### config.mk
export PLATFORM = sky130hd
export DESIGN_NAME = trs_video_char_fetch
export DESIGN_NICKNAME = d
export VERILOG_FILES = /design/src/rtl/trs_video_char_fetch.sv
export SDC_FILE = /design/constraint.sdc
export NUM_CORES = 1
export LEC_CHECK = 0
export CAP_MARGIN = 15
export CORE_AREA = 10 10 96 98
export DETAILED_ROUTE_END_ITERATION = 8
export DIE_AREA = 0 0 106 108
export PLACE_DENSITY_LB_ADDON = 0.2
export SYNTH_ARGS = -nofsm -noshare
export SYNTH_HDL_FRONTEND = slang
export SYNTH_SLANG_ARGS = --single-unit
export TNS_END_PERCENT = 10
### constraint.sdc
create_clock -name i_clk -period 2.7 [get_ports i_clk]
set_input_delay 0.405 -clock i_clk [delete_from_list [all_inputs] [get_ports i_clk]]
set_output_delay 0.405 -clock i_clk [all_outputs]
set_load 0.05 [all_outputs]
### src/rtl/trs_video_char_fetch.sv
// trs_video_char_fetch: per-scan-line character fetch, glyph and
// block-graphics cell builder, and pixel serializer for Model 1 video.
module trs_video_char_fetch #(
   parameter int COLS = 64
) (
   input  logic        i_clk,
   input  logic        i_rst_n,
   input  logic        i_pix_en,
   input  logic        i_line_start,
   input  logic [3:0]  i_text_row,
   input  logic [3:0]  i_scan_row,
   input  logic        i_wide,
   output logic [9:0]  o_vram_addr,
   input  logic [7:0]  i_vram_data,
   output logic [10:0] o_font_addr,
   input  logic [5:0]  i_font_data,
   output logic        o_pixel,
   output logic        o_pixel_valid,
   output logic        o_line_done,
   output logic        o_underrun
);

   typedef enum logic [1:0] {
      S_IDLE,
      S_VADDR,
      S_FADDR,
      S_LATCH
   } state_t;

   localparam logic [6:0] LP_FULL = 7'(COLS);
   localparam logic [6:0] LP_HALF = 7'(COLS / 2);

   state_t     r_state;
   state_t     w_state_nxt;

   logic       r_armed;
   logic       r_wide;
   logic [3:0] r_text_row;
   logic [3:0] r_scan_row;
   logic       r_end_pend;
   logic       r_line_done;

   logic [6:0] r_fetch_cnt;
   logic [9:0] r_vram_addr;
   // code bit 7 (graphics flag) and bits 5:0 (block pattern)
   logic [6:0] r_code_q;
   logic [5:0] r_next_bits;
   logic       r_next_valid;

   logic [5:0] r_shift;
   logic [3:0] r_left;
   logic       r_phase;
   logic [6:0] r_cell_cnt;
   logic       r_pixel;
   logic       r_pixel_valid;
   logic       r_underrun;

   logic [6:0]  w_len;
   logic [5:0]  w_col;
   logic        w_go;
   logic [10:0] w_font_addr;
   logic        w_left_bit;
   logic        w_right_bit;
   logic [5:0]  w_cell;
   logic        w_pe;
   logic        w_emit;
   logic        w_last_pix;
   logic        w_need;
   logic        w_load;
   logic        w_stall;

   assign w_len = r_wide ? LP_HALF : LP_FULL;
   assign w_col = r_wide ? {r_fetch_cnt[4:0], 1'b0}
                         : r_fetch_cnt[5:0];
   assign w_go  = r_armed && !r_next_valid
                  && (r_fetch_cnt < w_len);

   // A pixel slot is usable only when no new line is being armed
   // and the line-end pulse is not pending.
   assign w_pe       = i_pix_en && !i_line_start && !r_end_pend;
   assign w_emit     = w_pe && (r_left != 4'd0);
   assign w_last_pix = (r_left == 4'd1) && (r_cell_cnt == w_len);
   assign w_need     = w_pe && (r_left == 4'd0) && r_armed
                       && (r_cell_cnt < w_len);
   assign w_load     = w_need && r_next_valid;
   assign w_stall    = w_need && !r_next_valid;

   // Fetch FSM state register.
   always_ff @(posedge i_clk or negedge i_rst_n) begin
      if (!i_rst_n) begin
         r_state <= S_IDLE;
      end else begin
         r_state <= w_state_nxt;
      end
   end

   // Fetch FSM next state; font address is live only in FADDR.
   always_comb begin
      w_state_nxt = r_state;
      w_font_addr = '0;
      unique case (r_state)
         S_IDLE: begin
            if (w_go) begin
               w_state_nxt = S_VADDR;
            end
         end
         S_VADDR: begin
            w_state_nxt = S_FADDR;
         end
         S_FADDR: begin
            w_state_nxt = S_LATCH;
            w_font_addr = {1'b0, i_vram_data[6:0],
                           r_scan_row[2:0]};
         end
         S_LATCH: begin
            w_state_nxt = S_IDLE;
         end
         default: begin
            w_state_nxt = S_IDLE;
         end
      endcase
      if (i_line_start) begin
         w_state_nxt = S_IDLE;
      end
   end

   // Block-graphics pair select and cell build from code and ROM row.
   always_comb begin
      w_left_bit  = 1'b0;
      w_right_bit = 1'b0;
      unique case (1'b1)
         (r_scan_row[3:2] == 2'd0): begin
            w_left_bit  = r_code_q[0];
            w_right_bit = r_code_q[1];
         end
         (r_scan_row[3:2] == 2'd1): begin
            w_left_bit  = r_code_q[2];
            w_right_bit = r_code_q[3];
         end
         (r_scan_row[3:2] == 2'd2): begin
            w_left_bit  = r_code_q[4];
            w_right_bit = r_code_q[5];
         end
         default: begin
            w_left_bit  = 1'b0;
            w_right_bit = 1'b0;
         end
      endcase
      if (r_code_q[6]) begin
         w_cell = {{3{w_left_bit}}, {3{w_right_bit}}};
      end else if (r_scan_row[3]) begin
         w_cell = 6'd0;
      end else begin
         w_cell = i_font_data;
      end
   end

   // Line arming, latched line parameters and the line-end pulse.
   always_ff @(posedge i_clk or negedge i_rst_n) begin
      if (!i_rst_n) begin
         r_armed     <= 1'b0;
         r_wide      <= 1'b0;
         r_text_row  <= '0;
         r_scan_row  <= '0;
         r_end_pend  <= 1'b0;
         r_line_done <= 1'b0;
      end else if (i_line_start) begin
         r_armed     <= 1'b1;
         r_wide      <= i_wide;
         r_text_row  <= i_text_row;
         r_scan_row  <= i_scan_row;
         r_end_pend  <= 1'b0;
         r_line_done <= 1'b0;
      end else if (r_end_pend) begin
         r_armed     <= 1'b0;
         r_end_pend  <= 1'b0;
         r_line_done <= 1'b1;
      end else begin
         r_line_done <= 1'b0;
         if (w_emit && w_last_pix) begin
            r_end_pend <= 1'b1;
         end
      end
   end

   // Fetch datapath: VRAM address, code capture, next-cell buffer.
   always_ff @(posedge i_clk or negedge i_rst_n) begin
      if (!i_rst_n) begin
         r_fetch_cnt  <= '0;
         r_vram_addr  <= '0;
         r_code_q     <= '0;
         r_next_bits  <= '0;
         r_next_valid <= 1'b0;
      end else if (i_line_start) begin
         r_fetch_cnt  <= '0;
         r_next_valid <= 1'b0;
      end else begin
         if (w_load) begin
            r_next_valid <= 1'b0;
         end
         unique case (r_state)
            S_IDLE: begin
               if (w_go) begin
                  r_vram_addr <= {r_text_row, w_col};
               end
            end
            S_FADDR: begin
               r_code_q <= {i_vram_data[7], i_vram_data[5:0]};
            end
            S_LATCH: begin
               r_next_bits  <= w_cell;
               r_next_valid <= 1'b1;
               r_fetch_cnt  <= r_fetch_cnt + 7'd1;
            end
            default: begin
            end
         endcase
      end
   end

   // Pixel shifter: emit MSB per pix_en, doubled in wide mode.
   always_ff @(posedge i_clk or negedge i_rst_n) begin
      if (!i_rst_n) begin
         r_shift       <= '0;
         r_left        <= '0;
         r_phase       <= 1'b0;
         r_cell_cnt    <= '0;
         r_pixel       <= 1'b0;
         r_pixel_valid <= 1'b0;
         r_underrun    <= 1'b0;
      end else if (i_line_start || r_end_pend) begin
         r_shift       <= '0;
         r_left        <= '0;
         r_phase       <= 1'b0;
         r_pixel       <= 1'b0;
         r_pixel_valid <= 1'b0;
         if (i_line_start) begin
            r_cell_cnt <= '0;
         end
      end else if (w_emit) begin
         r_pixel       <= r_shift[5];
         r_pixel_valid <= 1'b1;
         r_left        <= r_left - 4'd1;
         if (!r_wide || r_phase) begin
            r_shift <= {r_shift[4:0], 1'b0};
            r_phase <= 1'b0;
         end else begin
            r_phase <= 1'b1;
         end
      end else if (w_load) begin
         r_pixel       <= r_next_bits[5];
         r_pixel_valid <= 1'b1;
         r_cell_cnt    <= r_cell_cnt + 7'd1;
         if (r_wide) begin
            r_shift <= r_next_bits;
            r_phase <= 1'b1;
            r_left  <= 4'd11;
         end else begin
            r_shift <= {r_next_bits[4:0], 1'b0};
            r_phase <= 1'b0;
            r_left  <= 4'd5;
         end
      end else if (w_stall) begin
         r_pixel       <= 1'b0;
         r_pixel_valid <= 1'b0;
         r_underrun    <= 1'b1;
      end else if (i_pix_en) begin
         r_pixel       <= 1'b0;
         r_pixel_valid <= 1'b0;
      end
   end

   assign o_vram_addr   = r_vram_addr;
   assign o_font_addr   = w_font_addr;
   assign o_pixel       = r_pixel;
   assign o_pixel_valid = r_pixel_valid;
   assign o_line_done   = r_line_done;
   assign o_underrun    = r_underrun;

endmodule
After elaboration in Yosys (flattened, before gate mapping):

Cells that the tools add are included.

* register bits: 66
* bits in latches: 0
* bits in writable memories: 0
* ROM bits: 0
* output and inout port bits: 25
* word-level logic and storage cells: 121
* memories: 0

* $add $sub $neg: 3
* multipliers: 0
* div/mod/pow operators: 0
* magnitude comparators: 2
* equal/unequal tests: 11
* shift-type cells: 0
* mux-type cells: 48
* bitwise gates (word level): 4
* reductions and logical operators: 34

Operators with widths (count)
* $mux 7: 7
* $mux 6: 8
* $mux 1: 23
* $mux 4: 4
* $add 7x1->7 const B: 2
* $lt 7x7->1: 2
* $logic_and 1x1->1: 12
* $mux 10: 1
* $pmux 2 s4: 1
* $eq 7x7->1: 1
* $eq 2x2->1 const B: 3
* $pmux 1 s3: 2
* $reduce_and 2->1: 3
* $reduce_and 3->1: 2
* $reduce_bool 2->1: 3
* $reduce_bool 3->1: 2
* $reduce_bool 5->1: 1
* $eq 2x1->1 const B: 2
* $eq 4x1->1 const B: 1
* $logic_not 1->1: 4
* $logic_not 2->1: 2
* $logic_not 4->1: 1
* $mux 2: 2
* $not 1->1: 4
* other kinds (8): 9

Logic depth before layout (Yosys ltp):

* word-level depth: 11
* depth in mapped cells: 7
* mapped depth without buffers: 6

Worst setup path before layout:

OpenSTA, ideal clock, no wires.

* path type: reg2reg
* start point: register r_wide
* end point: register r_vram_addr[6] (netlist: o_vram_addr[6])
* library setup time: 125 ps
* arrival: 1838 ps
* data required time: 2575 ps
* setup slack: 737 ps
* stages on the path, launching flop included: 5
* buffers on the path: 0
* clock period less this slack: 1963 ps
* path through: dfrtp_1 > ha_1 > or3b_4 > a2111oi_4 > mux2_2

* cells in the longest elaborated chain, start to end: 4

Ends and longest elaborated chain
* start, declared: line 37 `logic r_wide;`
* start signal, assigned: line 169 `r_wide <= i_wide;`
* $mux 7: line 72 `assign w_len = r_wide ? LP_HALF : LP_FULL;`
* $lt 7x7->1: line 76 `&& (r_fetch_cnt < w_len);`
* $logic_and 1x1->1: line 76
* $reduce_and 3->1 (no line)
* end signal, assigned: line 204 `r_vram_addr <= {r_text_row, w_col};`
* end, declared: line 44 `logic [9:0] r_vram_addr;`

No other way between the ends.
A chain may end at the register's enable or synchronous reset.

Worst setup path in the final report:

* start point: register r_state[0]
* end point: output o_font_addr[3]

* cells in the longest elaborated chain, start to end: 2

Ends and longest elaborated chain
* start, declared: line 33 `state_t r_state;`
* start signal, assigned: line 93 `r_state <= w_state_nxt;`
* $eq 2x2->1: line 101 `unique case (r_state)`
* $mux 10: line 101
* end, declared: line 15 `output logic [10:0] o_font_addr,`

No other way between the ends.

==> results.md <==
- Nets@finish: 416
- Worst setup EP type: output pin
- Cell count after synthesis: 322
- HP Class: primary input to async pin
- Placed cell areas: 4013 um^2
- Pin count of the biggest net entering global routing: 34
- Via density: 5.381
- Commonest non-fill, non-tap cell in the layout: dfrtp_1
- Layout area overhead: 25.92%
- Setup violators final: 0
- CP arrival: 2150 ps
- CP max stage cell: clkdlybuf4s50_1
- Die Ht: 108 um
- Clock transition at path regs: 70 ps
- Final hold violations: 0
- Global route overflow: 0
- Max IR drop VDD: 0.0004884 V
- Area of the multi-input gates: 1613 um^2
- Clk sinks: 66
- Initial antenna violation count: 0
- Worst path max stage delay: 800 ps
- Cell family with most CP delay: buffers and inverters
- CTS root buf: clkbuf_8
- Peak Freq: 0.3907 GHz
- Die area: 11,450 um^2
- Post-synth ARST share: 100.0%
- Sequential Power Share: 35.2%
- Switching Fraction: 39.31%
- Max-slew violations: 0
- Final Critical Period: 2559 ps
- I/O pins: 52
- Cell Area, Synth: 3383 um^2
- R2R depth: 6
- Sequential-to-total area share from yosys stat: 48.82%
- Routed wire per std cell: 15.45 um
- # diodes: 0
- Share of power burned in the clock network: 22.2%
- Worst Path Max Fanout: 12
- Reg-to-reg endpoint: o_vram_addr[1]$_DFFE_PN0P_
- Fraction of layout cells with a size suffix above 1: 16.27%
- MaxCap Viol Count: 0
- Post-route cell area: 4260 um^2
- Worst skew pair latency: 340 ps
- GRT Resource Usage Total: 13.78%
- Crit-path cells: inv_1 -> ha_1 -> and2_1 -> clkdlybuf4s50_1
- CP required: 2300 ps
- Port bufs: 50
- Clk_skew: 8.268 ps
- Sw Pwr: 1619 uW
- Vias in the first global route: 2,744
- Post-synth net total: 361
- Routed Antenna Nets: 0
- Syn Area/Cell: 10.51 um^2
- Register area: 1652 um^2
- WS Path Type: flop to output pin
- WL final: 7.461 mm
- Drc violations: 0
- Clk buf depth: 2
- Syn. warnings: 0
- RSZ-0062 raised after global routing: false
- Utilization after layout: 57.21%
- Number of flops mapped to enable cells by yosys: 0
- CTS H-tree depth: 3
- Layout fillers: 677
- R2R setup slack: 480 ps
- Routed vias: 2,599
- Fin Setup TNS: 0 ps
- Leakage: 0.001884 uW
- Global-route wire length before repair: 12.90 mm
- Synth Register Bits: 66
- Internal power: 2499 uW
- Buf+Inv Stages, Crit Path: 2
- # rows: 32
- Starting DRT DRC Count: 116
- P per Cell Area: 966.7 nW/um^2
- Worst Setup Start Kind: flop
- Final Wtd Congestion: 0.8028
- Status: complete, no violations
- Post-DP HPWL: 5.448 mm
- Final worst-path cycle share: 94.79%
- Core area: 7447 um^2
- Most frequent cells in the layout: dfrtp_1, clkdlybuf4s50_1, nor2_1
- Initial core utilization: 45.43%
- R2R Path Start: r_wide$_DFFE_PN0P_
- Drt first pass iters: 4
- Synth unique cells: 54
- Slew margin rel.: 55.51%
- Die X: 106 um
- CTS tree: done
- Slew @ Worst Pin: 666.0 ps
- DP Cell Count: 467
- CTS Buf Count: 9
- Final cell count without fillers: 483
- Comb power frac: 42.6%
- Synth Flop Type: dfrtp_1
-- worst reg2reg max path, delay by kind of cell (launching register included) --
kind	cells	cell delay [ps]
flip-flops	1	470
buffers and inverters	1	290
AO/OA/AOI/OAI	2	690
adder cells (fa/ha/maj)	1	240
AND/OR/NAND/NOR	2	460
-- metal layers --
layer | track usage (%) | up-vias | wire length, um
li1 | - | 1272 | -
met1 | 16.36 | 1258 | 3302
met3 | 4.700 | 10 | 512
met4 | 6.190 | 0 | 112
met5 | 0 | - | 0
met2 | 22.31 | 59 | 3534
-- how the worst max path moves through the flow --
stage                                 from  cells past startpoint                          to
CTS                 r_state[0]$_DFFE_PN0P_                      4              o_font_addr[8]
finish              r_state[0]$_DFFE_PN0P_                      4              o_font_addr[3]
global placement            i_vram_data[4]                      3              o_font_addr[7]
detailed placement  r_state[0]$_DFFE_PN0P_                      4              o_font_addr[8]
floorplan               r_wide$_DFFE_PN0P_                      4  o_vram_addr[6]$_DFFE_PN0P_
global route        r_state[0]$_DFFE_PN0P_                      4              o_font_addr[7]
-- registers in the layout, summed over array words and instances, names as in the netlist --
name and flops:
o_pixel_valid 1, r_text_row 4, r_state 2, r_code_q 7
o_vram_addr 10, r_end_pend 1, r_next_valid 1, r_shift 6
r_scan_row 4, r_armed 1, r_phase 1, r_wide 1
r_left 4, r_next_bits 6, o_line_done 1, r_cell_cnt 7
o_pixel 1, r_fetch_cnt 7, o_underrun 1
-- layout make-up --
| type | instances | area share, % |
|---|---|---|
| Tap cell | 102 | 2.996 |
| Clock inverter | 1 | 0.7048 |
| Timing Repair Buffer | 60 | 14.10 |
| Inverter | 12 | 1.057 |
| Clock buffer | 14 | 4.523 |
| Multi-Input combinational cell | 228 | 37.86 |
| Sequential cell | 66 | 38.77 |
-- power groups by stage --
stage | combinational, uW | clock, uW | sequential, uW
final | 1750 | 914 | 1450
after global routing | 1920 | 977 | 1490
after CTS | 1770 | 932 | 1450
after detailed placement | 1760 | 0 | 1470
after global placement | 1730 | 0 | 1460
after floorplan | 993 | 0 | 1690
-- per-stage QoR --
step | total power (uW) | hold slack, ps | worst slack (ps)
after CTS | 4157 | 498.3 | 92.71
after detailed placement | 3229 | 321.7 | 459.4
after floorplan | 2686 | 109.4 | 737.3
after global routing | 4388 | 511.3 | 0.3391
final | 4118 | 491.4 | 140.7
after global placement | 3194 | 325.1 | 491.3
-- Yosys cell counts (7+ instances only) --
cell / n / area, um^2
a31oi_1: 12 / 75.07
o21ai_0: 21 / 105.1
nor2_1: 30 / 112.6
mux2i_1: 14 / 140.1
and2_1: 11 / 68.82
inv_1: 12 / 45.04
dfrtp_1: 66 / 1652
clkbuf_1: 11 / 41.29
nand4_1: 7 / 43.79
mux2_2: 20 / 225.2
nand2_1: 17 / 63.81
ha_1: 12 / 150.1
a21oi_1: 13 / 65.06
-- kinds of logic after synthesis --
family,Yosys count,synth area share [%]
other,1,0.1108
XOR/XNOR,4,1.036
flip-flops,66,48.82
AO/OA/AOI/OAI,79,15.90
multiplexers,34,10.80
adder cells (fa/ha/maj),12,4.438
buffers and inverters,28,3.513
AND/OR/NAND/NOR,98,15.38
-- repair_timing --
item	4_1_cts	5_1_grt
hold buffers	1	0
setup buffers	0	0
gates resized for setup	0	6
endpoints found under the hold margin	11	0
endpoints found under the setup margin	0	6
(Power assumes the default switching activity.)
